File: src/rtl/button_debouncer_pkg.sv
// Shared definitions for the push-button debouncer and future keypad logic.
package button_debouncer_pkg;

   // Channel state encodings; the values are fixed so other logic can decode them.
   typedef enum logic [1:0] {
      StReleased    = 2'd0,
      StPressWait   = 2'd1,
      StPressed     = 2'd2,
      StReleaseWait = 2'd3
   } deb_state_e;

   localparam int unsigned DefaultDebounceCycles = 1000000;  // 20 ms at 50 MHz
   localparam int unsigned DefaultCntW           = 20;

   // Raw pad level that means "not pressed" for the given polarity.
   function automatic logic released_level(input int unsigned active_low);
      return (active_low != 0);
   endfunction

endpackage

File: src/rtl/button_debouncer_channel.sv
// One button channel: 2-flop synchroniser, polarity normalisation and debounce FSM.
module button_debouncer_channel
   import button_debouncer_pkg::*;
#(
   parameter int unsigned DEBOUNCE_CYCLES = DefaultDebounceCycles,
   parameter int unsigned CNT_W           = DefaultCntW,
   parameter int unsigned ACTIVE_LOW      = 1
) (
   input  logic i_clk,
   input  logic i_rst_n,
   input  logic i_key_raw,
   output logic o_key_level,
   output logic o_key_press,
   output logic o_key_release
);

   localparam logic             ReleasedRaw = released_level(ACTIVE_LOW);
   localparam logic [CNT_W-1:0] CntLast     = CNT_W'(DEBOUNCE_CYCLES - 1);

   logic             r_sync1;
   logic             r_sync2;
   logic             w_pressed;
   deb_state_e       r_state;
   logic [CNT_W-1:0] r_cnt;
   logic             r_level;
   logic             r_press;
   logic             r_release;

   // Synchroniser resets to the released pad level so no spurious press follows reset.
   always_ff @(posedge i_clk or negedge i_rst_n) begin
      if (!i_rst_n) begin
         r_sync1 <= ReleasedRaw;
         r_sync2 <= ReleasedRaw;
      end else begin
         r_sync1 <= i_key_raw;
         r_sync2 <= r_sync1;
      end
   end

   // 1 while the synchronised input shows the pressed level.
   assign w_pressed = r_sync2 ^ ReleasedRaw;

   // Debounce FSM with registered level and one-cycle strobes.
   always_ff @(posedge i_clk or negedge i_rst_n) begin
      if (!i_rst_n) begin
         r_state   <= StReleased;
         r_cnt     <= '0;
         r_level   <= 1'b0;
         r_press   <= 1'b0;
         r_release <= 1'b0;
      end else begin
         r_press   <= 1'b0;
         r_release <= 1'b0;
         case (r_state)
            StReleased: begin
               if (w_pressed) begin
                  r_state <= StPressWait;
                  r_cnt   <= '0;
               end
            end
            StPressWait: begin
               if (!w_pressed) begin
                  r_state <= StReleased;
                  r_cnt   <= '0;
               end else if (r_cnt == CntLast) begin
                  r_state <= StPressed;
                  r_cnt   <= '0;
                  r_level <= 1'b1;
                  r_press <= 1'b1;
               end else begin
                  r_cnt <= r_cnt + CNT_W'(1);
               end
            end
            StPressed: begin
               if (!w_pressed) begin
                  r_state <= StReleaseWait;
                  r_cnt   <= '0;
               end
            end
            StReleaseWait: begin
               if (w_pressed) begin
                  // Bounce while held: stay pressed, no strobe.
                  r_state <= StPressed;
                  r_cnt   <= '0;
               end else if (r_cnt == CntLast) begin
                  r_state   <= StReleased;
                  r_cnt     <= '0;
                  r_level   <= 1'b0;
                  r_release <= 1'b1;
               end else begin
                  r_cnt <= r_cnt + CNT_W'(1);
               end
            end
            default: begin
               r_state <= StReleased;
               r_cnt   <= '0;
               r_level <= 1'b0;
            end
         endcase
      end
   end

   assign o_key_level   = r_level;
   assign o_key_press   = r_press;
   assign o_key_release = r_release;

endmodule

File: src/rtl/button_debouncer.sv
// Debounces the board push-buttons; key_level feeds the buttons PIO in_port.
module button_debouncer
   import button_debouncer_pkg::*;
#(
   parameter int unsigned WIDTH           = 3,
   parameter int unsigned DEBOUNCE_CYCLES = DefaultDebounceCycles,
   parameter int unsigned CNT_W           = DefaultCntW,
   parameter int unsigned ACTIVE_LOW      = 1
) (
   input  logic             i_clk,
   input  logic             i_rst_n,
   input  logic [WIDTH-1:0] i_key_raw,
   output logic [WIDTH-1:0] o_key_level,
   output logic [WIDTH-1:0] o_key_press,
   output logic [WIDTH-1:0] o_key_release
);

   // Channels are fully independent; one instance per button.
   for (genvar g = 0; g < WIDTH; g++) begin : g_chan
      button_debouncer_channel #(
         .DEBOUNCE_CYCLES (DEBOUNCE_CYCLES),
         .CNT_W           (CNT_W),
         .ACTIVE_LOW      (ACTIVE_LOW)
      ) u_chan (
         .i_clk         (i_clk),
         .i_rst_n       (i_rst_n),
         .i_key_raw     (i_key_raw[g]),
         .o_key_level   (o_key_level[g]),
         .o_key_press   (o_key_press[g]),
         .o_key_release (o_key_release[g])
      );
   end

endmodule

File: config.mk
export PLATFORM = sky130hd
export DESIGN_NAME = button_debouncer
export DESIGN_NICKNAME = d
export VERILOG_FILES = /design/src/rtl/button_debouncer_pkg.sv /design/src/rtl/button_debouncer_channel.sv /design/src/rtl/button_debouncer.sv
export SDC_FILE = /design/constraint.sdc
export NUM_CORES = 1
export LEC_CHECK = 0
export CAP_MARGIN = 20
export CORE_MARGIN = 1
export CORE_UTILIZATION = 45
export CTS_CLUSTER_SIZE = 12
export DETAILED_ROUTE_END_ITERATION = 10
export DONT_BUFFER_PORTS = 1
export SLEW_MARGIN = 25
export SYNTH_ARGS = -nofsm -noshare
export SYNTH_HDL_FRONTEND = slang
export SYNTH_HIERARCHICAL = 1
export SYNTH_SLANG_ARGS = --single-unit
File: constraint.sdc
create_clock -name i_clk -period 2.19 [get_ports i_clk]
set_input_delay 0.1095 -clock i_clk [delete_from_list [all_inputs] [get_ports i_clk]]
set_output_delay 0.1095 -clock i_clk [all_outputs]
set_load 0.02 [all_outputs]
==> summary.md <==
| Metric | Value |
|---|---|
| Run status | `finished, final reports clean` |
| Slack of the worst reg-to-reg path | `0.15 ns` |
| Final Max Slew Viols | `0` |
| Placed wire-length estimate | `5810 um` |
| Total number of vias | `3,430` |
| Layout filler cell count | `870` |
| Normalized max-slew margin | `44.64%` |
| Power density over cell area | `891.8 mW/mm^2` |
| FFs w/ async S/R, synth | `100.0%` |
| DR WL/cell | `15.42 um` |
| Met1 Usage GRT | `between 20% and 30%` |
| Worst Hold Margin | `between 0.2 and 0.3 ns` |
| TritonCTS clock tree | `done` |
| Number of setup violations in the final report | `0` |
| Clock buffers created by TritonCTS | `9` |
| Die Y-Extent | `around 100 um` |
| Number of nets in the final layout | `between 400 and 500` |
| Req. time, crit path | `2.48 ns` |
| Multi-input logic area | `0.002078 mm^2` |
| Summed negative setup slack over all endpoints | `0 ns` |
| Antenna violations before repair | `0` |
| Final period demand of the worst path | `just over 2 ns` |
| Total gr overflow | `0` |
| Number of global-route vias before repair | `3,144` |
| Global-route total usage across every layer | `around a fifth` |
| Yosys reg bits | `81` |
| Share of post-route cells with drive strength above 1 | `between 10% and 20%` |
| Finished Layout Cells | `589` |
| Overall power consumption | `4.169 mW` |
| Placer Congestion | `slightly below 0.8` |
| Clock latency on the worst-skew pair | `0.35 ns` |
| Top FF cell, synth | `sky130_fd_sc_hd__dfrtp_1` |
| Met3 routing resource usage after global routing | `3.725%` |
| CP Max Fanout | `8` |
| Worst setup path category | `flop to flop` |
| Floorplan Core Area | `0.009240 mm^2` |
| Post-route fraction of the period consumed by the critical path | `92.92%` |
| Number of different library cells in the post-synthesis netlist | `54` |
| Final WL | `9085 um` |
| Max-cap violations | `0` |
| Peak Freq | `491.4 MHz` |
| RSZ-0062 raised after global routing | `false` |
| M2 GR Usage | `30.24%` |
| Kind of capture point of the worst setup path | `flop` |
| Vias per Instance | `5.823` |
| Number of antenna repair diodes | `0` |
| First-pass GRT wire length | `~15,000 um` |
| Netlist Area Pre-Place | `0.004279 mm^2` |
| Cells after synthesis | `448` |
| FF/Latch Area | `around 0.0020 mm^2` |
| Relative area change from synthesis to final layout | `9.240%` |
| Drt first-iter violations | `179` |
| Total leakage power | `1.947 nW` |
| Largest clock skew in the final design | `between 0.006 and 0.007 ns` |
| Total setup buffers inserted after CTS | `0` |
| Number of clock sinks | `just over 80` |
| Count of yosys warnings during synthesis | `6` |
| Transition time of the tightest slew-check pin | `0.8305 ns` |
| Largest net degree at the start of global routing | `~80` |
| Synthesized area per cell | `9.552 um^2` |
| Count of flip-flops with a built-in enable after synthesis | `0` |
| Share of synthesized area occupied by flip-flops and latches | `47.54%` |
| Arrival time of data at the critical path endpoint | `2.33 ns` |
| Reg-to-reg startpoint | `g_chan[2].u_chan/r_cnt[5]$_DFFE_PN0P_` |
| CTS root buf | `sky130_fd_sc_hd__clkbuf_8` |
| Placed Cells | `566` |
| Class of the tightest hold or removal check | `primary input to async pin` |
| H-tree depth | `3` |
| DR DRC count | `0` |
| Effective utilization at floorplan | `46.31%` |
| Clock transition at the registers of the reported paths | `0.09 ns` |
| Clock Tree Buf Depth | `2` |
| Element type at the critical path start | `flop` |
| DRT Pass-1 Iters | `4` |
| Placement row count | `35` |
| Chip width | `99.52 um` |
| Number of hold-slack violations in the final timing report | `0` |
| Busiest metal layer after global routing | `met2` |
| Boundary pin count | `14` |
| Post-Synthesis Net Count | `approximately 460` |
| IR Drop Worst-Case VDD | `0.6099 mV` |
| Full die area | `0.009903 mm^2` |
| Antenna-violating nets left | `0` |
| IO Port Bufs | `0` |
| Timing startpoint of the critical path | `g_chan[2].u_chan/r_cnt[5]$_DFFE_PN0P_` |
[critical path: stages, from the launching register on]
cell and delay (ns):
sky130_fd_sc_hd__dfrtp_1 0.48, sky130_fd_sc_hd__nand4_2 0.15, sky130_fd_sc_hd__or4_4 0.58, sky130_fd_sc_hd__or3_1 0.37, sky130_fd_sc_hd__or3_1 0.31, sky130_fd_sc_hd__nand3_1 0.08
[path summary, 6_finish.rpt]
| check | to | cells past startpoint |
|---|---|---|
| hold reg to reg | g_chan[2].u_chan/r_sync2$_DFF_PN1_ | 0 |
| hold / removal | g_chan[1].u_chan/r_cnt[16]$_DFFE_PN0P_ | 2 |
| max in group asynchronous | g_chan[2].u_chan/r_sync2$_DFF_PN1_ | 2 |
| min in group i_clk | g_chan[0].u_chan/r_sync1$_DFF_PN1_ | 1 |
| setup / recovery | g_chan[2].u_chan/r_cnt[19]$_DFFE_PN0P_ | 5 |
| setup reg to reg | g_chan[2].u_chan/r_cnt[19]$_DFFE_PN0P_ | 5 |
[placed cells by master (no fill, tap or decap), types with 3 or more instances in the layout]
master	Yosys	layout
sky130_fd_sc_hd__dfrtp_1	75	75
sky130_fd_sc_hd__nand2_1	53	53
sky130_fd_sc_hd__nand3_1	35	35
sky130_fd_sc_hd__a31oi_1	31	31
sky130_fd_sc_hd__a21oi_1	28	28
sky130_fd_sc_hd__nor2_1	26	26
sky130_fd_sc_hd__o21ai_0	19	19
sky130_fd_sc_hd__inv_1	18	18
sky130_fd_sc_hd__nand4_1	17	17
sky130_fd_sc_hd__or3_1	12	12
sky130_fd_sc_hd__clkbuf_8	0	10
sky130_fd_sc_hd__and3_1	10	10
sky130_fd_sc_hd__xnor2_1	10	10
sky130_fd_sc_hd__nor4_1	9	9
sky130_fd_sc_hd__mux2i_1	9	9
sky130_fd_sc_hd__a22o_1	9	9
sky130_fd_sc_hd__buf_4	2	7
sky130_fd_sc_hd__or2b_1	6	6
sky130_fd_sc_hd__dfstp_2	6	6
sky130_fd_sc_hd__nor3_2	4	4
sky130_fd_sc_hd__xor2_1	4	4
sky130_fd_sc_hd__dlygate4sd3_1	0	4
sky130_fd_sc_hd__nor3_1	4	4
sky130_fd_sc_hd__ha_1	3	3
sky130_fd_sc_hd__a21o_1	3	3
[what timing repair did]
| action | 4_1_cts | 5_1_grt |
|---|---|---|
| endpoints found under the hold margin | 84 | 0 |
| hold buffers | 5 | 0 |
| endpoints found under the setup margin | 0 | 14 |
| gates resized for setup | 0 | 0 |
[where the power goes]
group / switching, mW / leakage (nW) / internal [mW]
Combinational: 0.822 / 0.748 / 0.416
Clock: 0.577 / 0.105 / 0.574
Sequential: 0.162 / 1.09 / 1.62
[layout make-up]
class,count,share of cell area (%)
Multi-Input combinational cell,333,44.46
Tap cell,129,3.453
Clock inverter,6,1.606
Clock buffer,10,2.944
Inverter,18,1.445
Sequential cell,81,43.52
Timing Repair Buffer,12,2.570
[sequential cells by signal, summed over array words and instances, names as in the netlist, named ones only]
name                         cells
g_chan.u_chan/o_key_release      3
g_chan.u_chan/o_key_press        3
g_chan.u_chan/r_sync2            3
g_chan.u_chan/r_sync1            3
g_chan.u_chan/r_state            3
g_chan.u_chan/o_key_level        3
g_chan.u_chan/r_cnt             60
[synth_stat cells, drive strengths merged, types with 3 or more instances]
cell    number  area share, %
nor4        11            2.3
and3        10            1.5
inv         18            1.6
clkbuf       9           0.99
or2b         6            1.1
nor3         8            1.4
xor2         4           0.82
mux2i        9            2.1
o21ai       21            2.5
nand3       37            4.6
dfstp        6            3.7
ha           3           0.88
nand4       20            3.8
or3         14            2.1
xnor2       10            2.0
a21o         3           0.53
a31oi       31            4.5
a21oi       30            4.0
nand2       53            4.6
a22o         9            1.8
o31ai        3           0.76
nor2        26            2.3
dfrtp       75             44
buf          9            1.7
[cells by family (layout without fill, tap and decap cells)]
kind of cell	Yosys count	after routing	share of synthesized area (%)
DFF	81	81	47.54
xor gates and xnor gates	14	14	2.865
muxes	11	11	2.632
adders and majority gates	3	3	0.8773
and+or+nand+nor	199	199	26.37
AOI/OAI and AO/OA	104	106	15.41
buffers and inverters	36	46	4.298
[stage by stage]
| stage | util [%] | cell area (um^2) | setup WS [ns] |
|---|---|---|---|
| 2_1_floorplan | - | 4279 | 0.2874 |
| 3_3_place_gp | 47.37 | 4377 | 0.1672 |
| 3_5_place_dp | 47.37 | 4377 | 0.1050 |
| 4_1_cts | 50.40 | 4657 | 0.08295 |
| 5_1_grt | 50.59 | 4674 | 0.005434 |
| 6_report | 50.59 | 4674 | 0.1549 |
[layer usage]
layer / routed length (um) / share of wire [%]
met2: 4235 / 47
met4: 95 / 1.0
met3: 341 / 3.8
met5: 0 / 0
met1: 4413 / 49
Note: power is estimated with default switching activity, not from simulation.
